==> config.mk <==
export PLATFORM = sky130hd
export DESIGN_NAME = reg_a_writeback
export DESIGN_NICKNAME = d
export VERILOG_FILES = /design/src/rtl/reg_a_writeback_pkg.sv /design/src/rtl/reg_a_swap_fsm.sv /design/src/rtl/reg_a_writeback.sv
export SDC_FILE = /design/constraint.sdc
export NUM_CORES = 1
export LEC_CHECK = 0
export ABC_AREA = 1
export BUFFER_PORTS_ARGS = -buffer_cell sky130_fd_sc_hd__buf_2
export CELL_PAD_IN_SITES_DETAIL_PLACEMENT = 1
export CELL_PAD_IN_SITES_GLOBAL_PLACEMENT = 1
export CORE_AREA = 2 2 98 100
export CTS_BUF_LIST = sky130_fd_sc_hd__clkbuf_8
export CTS_CLUSTER_DIAMETER = 150
export CTS_CLUSTER_SIZE = 25
export DETAILED_ROUTE_END_ITERATION = 16
export DIE_AREA = 0 0 100 102
export PLACE_DENSITY = 0.85
export SLEW_MARGIN = 30
export SYNTH_ARGS = -nofsm -noshare
export SYNTH_HDL_FRONTEND = slang
export SYNTH_HIERARCHICAL = 1
export SYNTH_SLANG_ARGS = --single-unit
==> constraint.sdc <==
create_clock -name clk -period 3.05 [get_ports clk]
set_input_delay 0.305 -clock clk [delete_from_list [all_inputs] [get_ports clk]]
set_output_delay 0.305 -clock clk [all_outputs]
set_load 0.005 [all_outputs]
==> src/rtl/reg_a_writeback_pkg.sv <==
// Shared definitions for the register-A write-back path: default width, swap FSM
// state encoding and R11/R12 select encodings.
package reg_a_writeback_pkg;

    localparam int WIDTH_DEF = 18;

    typedef enum logic [1:0] {
        ST_IDLE   = 2'd0,
        ST_SW_TMP = 2'd1,
        ST_SW_A   = 2'd2,
        ST_SW_B   = 2'd3
    } swap_state_t;

    localparam logic SEL_R11 = 1'b0;
    localparam logic SEL_R12 = 1'b1;

endpackage

==> src/rtl/reg_a_swap_fsm.sv <==
// Sequencer for the three-step R11<->R12 exchange through a temp register.
// state  | meaning
// IDLE   | accepting loads/increments/swap requests
// SW_TMP | tmp <= R11
// SW_A   | R11 <= R12
// SW_B   | R12 <= tmp, done high this cycle
module reg_a_swap_fsm
    import reg_a_writeback_pkg::*;
(
    input  logic clk,
    input  logic rst,
    input  logic i_start,
    output logic o_idle,
    output logic o_busy,
    output logic o_done,
    output logic o_ld_tmp,
    output logic o_ld_r11,
    output logic o_ld_r12
);

    swap_state_t r_state;
    swap_state_t w_next;
    logic        r_busy;
    logic        r_done;

    always_ff @(posedge clk) begin
        if (rst) begin
            r_state <= ST_IDLE;
            r_busy  <= 1'b0;
            r_done  <= 1'b0;
        end else begin
            r_state <= w_next;
            r_busy  <= (w_next != ST_IDLE);
            r_done  <= (w_next == ST_SW_B);
        end
    end

    always_comb begin
        w_next   = r_state;
        o_ld_tmp = 1'b0;
        o_ld_r11 = 1'b0;
        o_ld_r12 = 1'b0;
        case (r_state)
            ST_IDLE:   if (i_start) w_next = ST_SW_TMP;
            ST_SW_TMP: begin
                o_ld_tmp = 1'b1;
                w_next   = ST_SW_A;
            end
            ST_SW_A:   begin
                o_ld_r11 = 1'b1;
                w_next   = ST_SW_B;
            end
            ST_SW_B:   begin
                o_ld_r12 = 1'b1;
                w_next   = ST_IDLE;
            end
            default:   w_next = ST_IDLE;
        endcase
    end

    assign o_idle = (r_state == ST_IDLE);
    assign o_busy = r_busy;
    assign o_done = r_done;

endmodule

==> src/rtl/reg_a_writeback.sv <==
// R11/R12 write-back: bus loads, post-increment with wrap flag, and FSM-driven
// exchange through an internal temp. All outputs come straight from flops.
module reg_a_writeback
    import reg_a_writeback_pkg::*;
#(
    parameter int               WIDTH    = WIDTH_DEF,
    parameter logic [WIDTH-1:0] R11_RST  = '0,
    parameter logic [WIDTH-1:0] R12_RST  = '0,
    parameter logic [WIDTH-1:0] INC_STEP = WIDTH'(1)
) (
    input  logic             clk,
    input  logic             rst,
    input  logic [WIDTH-1:0] bus_in,
    input  logic             wr_en,
    input  logic             reg_addr,
    input  logic             inc_en,
    input  logic             swap_req,
    output logic             busy,
    output logic             done,
    output logic             wrap,
    output logic [WIDTH-1:0] R11,
    output logic [WIDTH-1:0] R12
);

    logic [WIDTH-1:0] r_r11;
    logic [WIDTH-1:0] r_r12;
    logic [WIDTH-1:0] r_tmp;
    logic             r_wrap;
    logic [WIDTH-1:0] w_sel;
    logic [WIDTH:0]   w_sum;
    logic             w_idle;
    logic             w_ld_tmp;
    logic             w_ld_r11;
    logic             w_ld_r12;

    reg_a_swap_fsm u_fsm (
        .clk      (clk),
        .rst      (rst),
        .i_start  (swap_req),
        .o_idle   (w_idle),
        .o_busy   (busy),
        .o_done   (done),
        .o_ld_tmp (w_ld_tmp),
        .o_ld_r11 (w_ld_r11),
        .o_ld_r12 (w_ld_r12)
    );

    // Extra MSB of the sum is the overflow carry that drives wrap.
    assign w_sel = (reg_addr == SEL_R12) ? r_r12 : r_r11;
    assign w_sum = {1'b0, w_sel} + {1'b0, INC_STEP};

    always_ff @(posedge clk) begin
        if (rst) begin
            r_r11  <= R11_RST;
            r_r12  <= R12_RST;
            r_tmp  <= '0;
            r_wrap <= 1'b0;
        end else begin
            r_wrap <= 1'b0;
            if (w_ld_tmp) r_tmp <= r_r11;
            if (w_ld_r11) r_r11 <= r_r12;
            if (w_ld_r12) r_r12 <= r_tmp;
            // Priority in IDLE: swap > load > increment; losers are dropped.
            if (w_idle && !swap_req) begin
                if (wr_en) begin
                    if (reg_addr == SEL_R12) r_r12 <= bus_in;
                    else                     r_r11 <= bus_in;
                end else if (inc_en) begin
                    if (reg_addr == SEL_R12) r_r12 <= w_sum[WIDTH-1:0];
                    else                     r_r11 <= w_sum[WIDTH-1:0];
                    r_wrap <= w_sum[WIDTH];
                end
            end
        end
    end

    assign wrap = r_wrap;
    assign R11  = r_r11;
    assign R12  = r_r12;

endmodule

==> results of run 1 <==
cells by family (layout without fill, tap and decap cells):
kind of cell / count (synthesis) / in the layout / share of synthesized area, %
AOI/OAI and AO/OA: 201 / 201 / 29.5
xor gates and xnor gates: 6 / 6 / 1.48
adders and majority gates: 6 / 6 / 1.85
buffers and inverters: 102 / 152 / 10.2
DFF: 59 / 59 / 29.1
muxes: 10 / 10 / 2.77
and+or+nand+nor: 214 / 214 / 25.1
per-layer routing:
| layer | up-vias | wire (µm) |
|---|---|---|
| met4 | 0 | 225 |
| met2 | 142 | 7090 |
| li1 | 2129 | - |
| met3 | 17 | 791 |
| met1 | 2202 | 6190 |
| met5 | - | 0 |
metrics by stage:
stage | instance area (µm²) | utilization (%) | hold slack (ps) | total power, mW | setup WS (ps)
floorplan | 4060 | - | 376 | 2.48 | 1220
global placement | 4410 | 48.5 | 484 | 2.99 | 558
detailed placement | 4420 | 48.5 | 496 | 3.10 | 379
CTS | 4650 | 51.0 | 265 | 3.96 | 723
global route | 4650 | 51.0 | 287 | 4.27 | 468
finish | 4650 | 51.0 | 268 | 3.97 | 715
worst paths after layout:
check,start,end
max,reg_addr,R11[8]$_SDFF_PP0_
min,bus_in[3],R12[3]$_SDFF_PP0_
max reg2reg,u_fsm/r_state[0]$_SDFF_PP0_,R12[4]$_SDFF_PP0_
min reg2reg,R11[14]$_SDFF_PP0_,r_tmp[14]$_SDFFE_PP0P_
power breakdown:
part	switching (mW)	leakage, nW	internal [mW]	total, mW
registers	0.226	0.486	1.06	1.29
logic	1.19	1.47	0.645	1.84
clock network	0.347	0.117	0.500	0.847
layout make-up:
cell class / count / share of cell area [%]
Multi-Input combinational cell: 437 / 53.2
Sequential cell: 59 / 25.4
Timing Repair Buffer: 72 / 8.29
Inverter: 64 / 5.17
Clock buffer: 11 / 3.26
Tap cell: 111 / 2.99
Clock inverter: 5 / 1.64
critical path: cells and delay by family:
family / cells / cell delay [ps]
AOI/OAI and AO/OA: 1 / 170
adders and majority gates: 1 / 230
and+or+nand+nor: 8 / 810
buffers and inverters: 4 / 1110
cells in the final DEF, fill, tap and decap left out, drive strengths merged, types with 4 or more instances in the layout:
cell type / n
inv: 63
nor2: 36
dfxtp: 59
o21ai: 100
nand3: 28
nor3: 4
o22ai: 9
ha: 6
or2: 6
nand2: 133
clkbuf: 11
buf: 72
a21oi: 48
nand4: 6
o21bai: 12
a221oi: 30
mux2: 10
state kept, by name, summed over array words and instances, names as in the netlist:
| signal | count |
|---|---|
| u_fsm/o_busy | 1 |
| u_fsm/o_done | 1 |
| R11 | 18 |
| R12 | 18 |
| u_fsm/r_state | 2 |
| wrap | 1 |
| r_tmp | 18 |
==> results.toml, run 1 <==
[status]
status = "completed"

[logic_synthesis]
postSynthAreaPerCell_um2 = 6.79
synth_flop_cell = "dfxtp_1"
synthesis.instances = 598
synth_area_leaders = "dfxtp_1 (29%), o21ai_0 (12%), nand2_1 (10%)"
yosys.cell_types.count = 37
synth-seq-cells = 59
async_reset_ff_share_pct = 0
yosysTopAreaCell = "dfxtp_1"
synth_edf_count = 0
synth_area_um2 = 4060
synth_fp_nets = 628
yosysSeqAreaShare_pct = 29.1
synth_warnings = 6
synth.top_cells.by_count = "nand2_1 (110), o21ai_0 (94), dfxtp_1 (59)"
yosysMostFrequentCell = "nand2_1"
synth.top_cell.area_share_pct = 29.1

[cts]
cts_num_sinks = 59
hold_buffers = 0
htree_levels = 3
cts_root_buf = "clkbuf_8"
cts_setup_buffers = 0
clk_pin_slew_ps = 70
post_cts_resized = 0
clk_latency_ps = 360
numCtsBuffers = 9
clk_path_buf_depth = 2
cts_tree = "built"

[floorplan]
die-area_um2 = 10200
start_util_pct = 44.6
die_x_um = 100
core-area_um2 = 9110
core.rowCount = 35
io_pins = 63
die_h_um = 102

[finish]
syn2layout_area_growth_pct = 14.5
layout.nets = 673
fill_cells = 1240
drive_above_1_share_pct = 24.7
multi_input_area_um2 = 2470
regArea_um2 = 1180
fin_cells = 759
diodes = 0

[critical_path]
cp_data_required_time_ps = 3330
slowest_stage = "buf_2"
end_kind = "flip-flop"
cpPeakStageDelay_ps = 680
crit_path_frequent_cell = "nand2_1"
reg2reg_slack_ps = 1150
cp_cell_sequence = "buf_2 > inv_2 > nand2_1 > nand2_2 > ha_1 > nand3_2 > inv_2 > nand2_2 > inv_2 > nand2_1 > nand3_1 > nand2_1 > nand2_1 > a21oi_1"
worstPathMaxFanout = 42
crit_type = "input pin to flip-flop"
startpoint_type = "input pin"
rr_worst_depth = 9
worst_ep_arrival_time_ps = 2620

[job]
cap_violations = 0

[sta]
slew_violations = 0
tightest_slew_ps = 898
setup_viol = 0
post-route-period-util_pct = 76.6
fin_worst_skew_ps = 7.94
setup_tns_ps = 0
rsz0062_at_grt = "false"
min_period_ps = 2340
slew_headroom_pct = 40.1
fmax_ghz = 0.428
finalHoldViolCount = 0

[routing]
viasPerCell = 5.92
drtIter0Drc = 228
final_antenna_net_count = 0
drc_errors = 0
wl_um = 14300
num_vias = 4490
firstDrtPassIters = 5
wl_per_cell_um = 18.8

[global_route]
grt_pass1_wl_um = 23600
track_usage_pct = 29.3
use_met3_pct = 4.58
grt_use_met2_pct = 51.4
first_global_vias = 4678
antenna_found_initial = 0
grt_most_used_layer = "met2"
grt_overflow = 0
grt_max_degree = 43
use_met1_pct = 37.0

[placement]
dp.cells = 743
dp_hpwl_um = 9740
io_buffers = 62
gp_congestion = 0.912

[worst_hold_path]
hold_path_depth = 3
hold_path_class = "input pin to flip-flop"

[power]
power_density_nw_per_um2 = 854
power_leakage_nw = 2.07
ir_drop_mv = 0.433
(Power assumes the default switching activity.)
==> inputs of run 2 (changes only) <==
--- a/config.mk
+++ b/config.mk
@@ -9,13 +9,13 @@
 export BUFFER_PORTS_ARGS = -buffer_cell sky130_fd_sc_hd__buf_2
 export CELL_PAD_IN_SITES_DETAIL_PLACEMENT = 1
 export CELL_PAD_IN_SITES_GLOBAL_PLACEMENT = 1
-export CORE_AREA = 2 2 98 100
+export CORE_AREA = 2 2 107 109
 export CTS_BUF_LIST = sky130_fd_sc_hd__clkbuf_8
 export CTS_CLUSTER_DIAMETER = 150
 export CTS_CLUSTER_SIZE = 25
 export DETAILED_ROUTE_END_ITERATION = 16
-export DIE_AREA = 0 0 100 102
-export PLACE_DENSITY = 0.85
+export DIE_AREA = 0 0 109 111
+export PLACE_DENSITY = 0.75
 export SLEW_MARGIN = 30
 export SYNTH_ARGS = -nofsm -noshare
 export SYNTH_HDL_FRONTEND = slang
==> constraint.sdc (replaced) <==
create_clock -name clk -period 2 [get_ports clk]
set_input_delay 0.2 -clock clk [delete_from_list [all_inputs] [get_ports clk]]
set_output_delay 0.2 -clock clk [all_outputs]
set_load 0.005 [all_outputs]
==> results.toml, run 2 (synthesized netlist as in run 1, its figures left out) <==
[global_route]
grt_overflow = 0
first_global_vias = 4749
antenna_found_initial = 0
grt_pass1_wl_um = 23900
track_usage_pct = 25.3
grt_max_degree = 40

[finish]
multi_input_area_um2 = 2470
reg.largest.list = "R11: 18 flops, R12: 18 flops, r_tmp: 18 flops"
final_common_cell = "nand2_1"
diodes = 0
syn2layout_area_growth_pct = 16.5
layout_common_cells = "nand2_1 (110), o21ai_0 (94), buf_2 (62), dfxtp_1 (59), inv_1 (58)"
fill_cells = 1479
layout.nets = 685
drive_above_1_share_pct = 25.6
regArea_um2 = 1180

[routing]
routed-wl-met2_um = 7110
wl_per_cell_um = 17.9
m1WireLength_um = 6390
wl_um = 14400
drc_errors = 0
viasPerCell = 5.59
firstDrtPassIters = 4
num_vias = 4480
dr.max_layer_used = "met4"
final_antenna_net_count = 0
wl_met3_um = 555
drtIter0Drc = 247

[job]
cap_violations = 0

[power]
power_leakage_nw = 2.12
power_density_nw_per_um2 = 1220
ir_drop_mv = 0.617

[cts]
clk_latency_ps = 370
numCtsBuffers = 9
cts_root_buf = "clkbuf_8"
post_cts_resized = 0
htree_levels = 3
clk_pin_slew_ps = 70
cts_setup_buffers = 0
clk_path_buf_depth = 2
hold_buffers = 0
cts_tree = "built"
cts_num_sinks = 59

[sta]
setup_viol = 0
fmax_ghz = 0.571
fin_worst_skew_ps = 9.62
min_period_ps = 1750
post-route-period-util_pct = 87.6
finalHoldViolCount = 0
setup_tns_ps = 0
slew_headroom_pct = 62.1
rsz0062_at_grt = "false"
fin_ws_ps = 248
slew_violations = 0
tightest_slew_ps = 562

[floorplan]
die-area_um2 = 12100
io_pins = 63
core.rowCount = 39
die_x_um = 109
die_h_um = 111
start_util_pct = 36.7
core-area_um2 = 11100

[critical_path]
r2r_start = "u_fsm/r_state[0]$_SDFF_PP0_"
r2r-end = "R12[17]$_SDFF_PP0_"
worst_ep_arrival_time_ps = 2000
cp_data_required_time_ps = 2250
crit_type = "flip-flop to flip-flop"
startpoint_type = "flip-flop"
reg2reg_slack_ps = 250
crit_path_start = "u_fsm/r_state[0]$_SDFF_PP0_"
worstPathMaxFanout = 20
end_kind = "flip-flop"
rr_worst_depth = 8

[placement]
io_buffers = 62
place_worst_setup_slack_ps = 95.9
gp_congestion = 0.880
dp_hpwl_um = 10600

[status]
status = "completed"

[worst_hold_path]
hold_path_class = "input pin to flip-flop"
worstHoldStart = "bus_in[4]"
hold_end = "R11[4]$_SDFF_PP0_"
hold_path_depth = 3
==> run 2: cell count changes in the layout (fill, tap and decap cells not counted) <==
cell	before	now
nor2_2	9	10
clkbuf_8	11	10
nor2_4	4	3
clkinvlp_4	1	0
inv_1	56	58
clkinv_2	1	3
bufinv_16	2	0
inv_2	7	6
buf_12	0	2
buf_4	10	20
==> run 2: where the power goes <==
group | internal (mW) | leakage, nW | total [mW] | switching, mW
registers | 1.62 | 0.486 | 1.95 | 0.336
logic | 1.07 | 1.54 | 2.87 | 1.80
clock network | 0.460 | 0.0943 | 0.963 | 0.503
==> run 2: area by class of cell <==
cell class	instances	share of cell area, %
sequential	59	25.0
tap	143	3.78
inverter	64	5.08
timing repair buffer	84	10.6
multi-input combinational	437	52.2
clock buffer	10	2.91
clock inverter	5	0.476
==> run 2: critical path: stages (launching register included) <==
cell and delay (ps):
dfxtp_1 340, inv_1 110, ha_1 150, inv_1 40
nor2_2 130, inv_1 190, buf_4 270, a221oi_1 310
a21oi_2 100
==> run 2: worst max-delay path by stage <==
stage | to | slack [ps] | cells after the start
after CTS | R12[17]$_SDFF_PP0_ | 210 | 8
after global placement | R12[14]$_SDFF_PP0_ | 170 | 12
after floorplan | R11[17]$_SDFF_PP0_ | 170 | 9
after detailed placement | R11[16]$_SDFF_PP0_ | 100 | 14
after global routing | R12[11]$_SDFF_PP0_ | 80 | 8
final | R12[17]$_SDFF_PP0_ | 250 | 8
==> run 2: per-layer routing <==
layer / track usage [%] / vias up
met3: 5.64 / 24
li1: - / 2149
met2: 42.3 / 104
met1: 31.7 / 2203
met4: 8.63 / 0
met5: 0 / -
==> run 2: metrics by stage <==
step	area, µm²	power (mW)	utilization [%]	hold WS (ps)	cells
2_1_floorplan	4060	3.79	-	271	598
3_3_place_gp	4570	4.71	41.3	482	787
3_5_place_dp	4570	4.84	41.3	499	787
4_1_cts	4730	5.83	42.7	137	802
5_1_grt	4730	6.31	42.7	160	802
6_report	4730	5.78	42.7	158	802
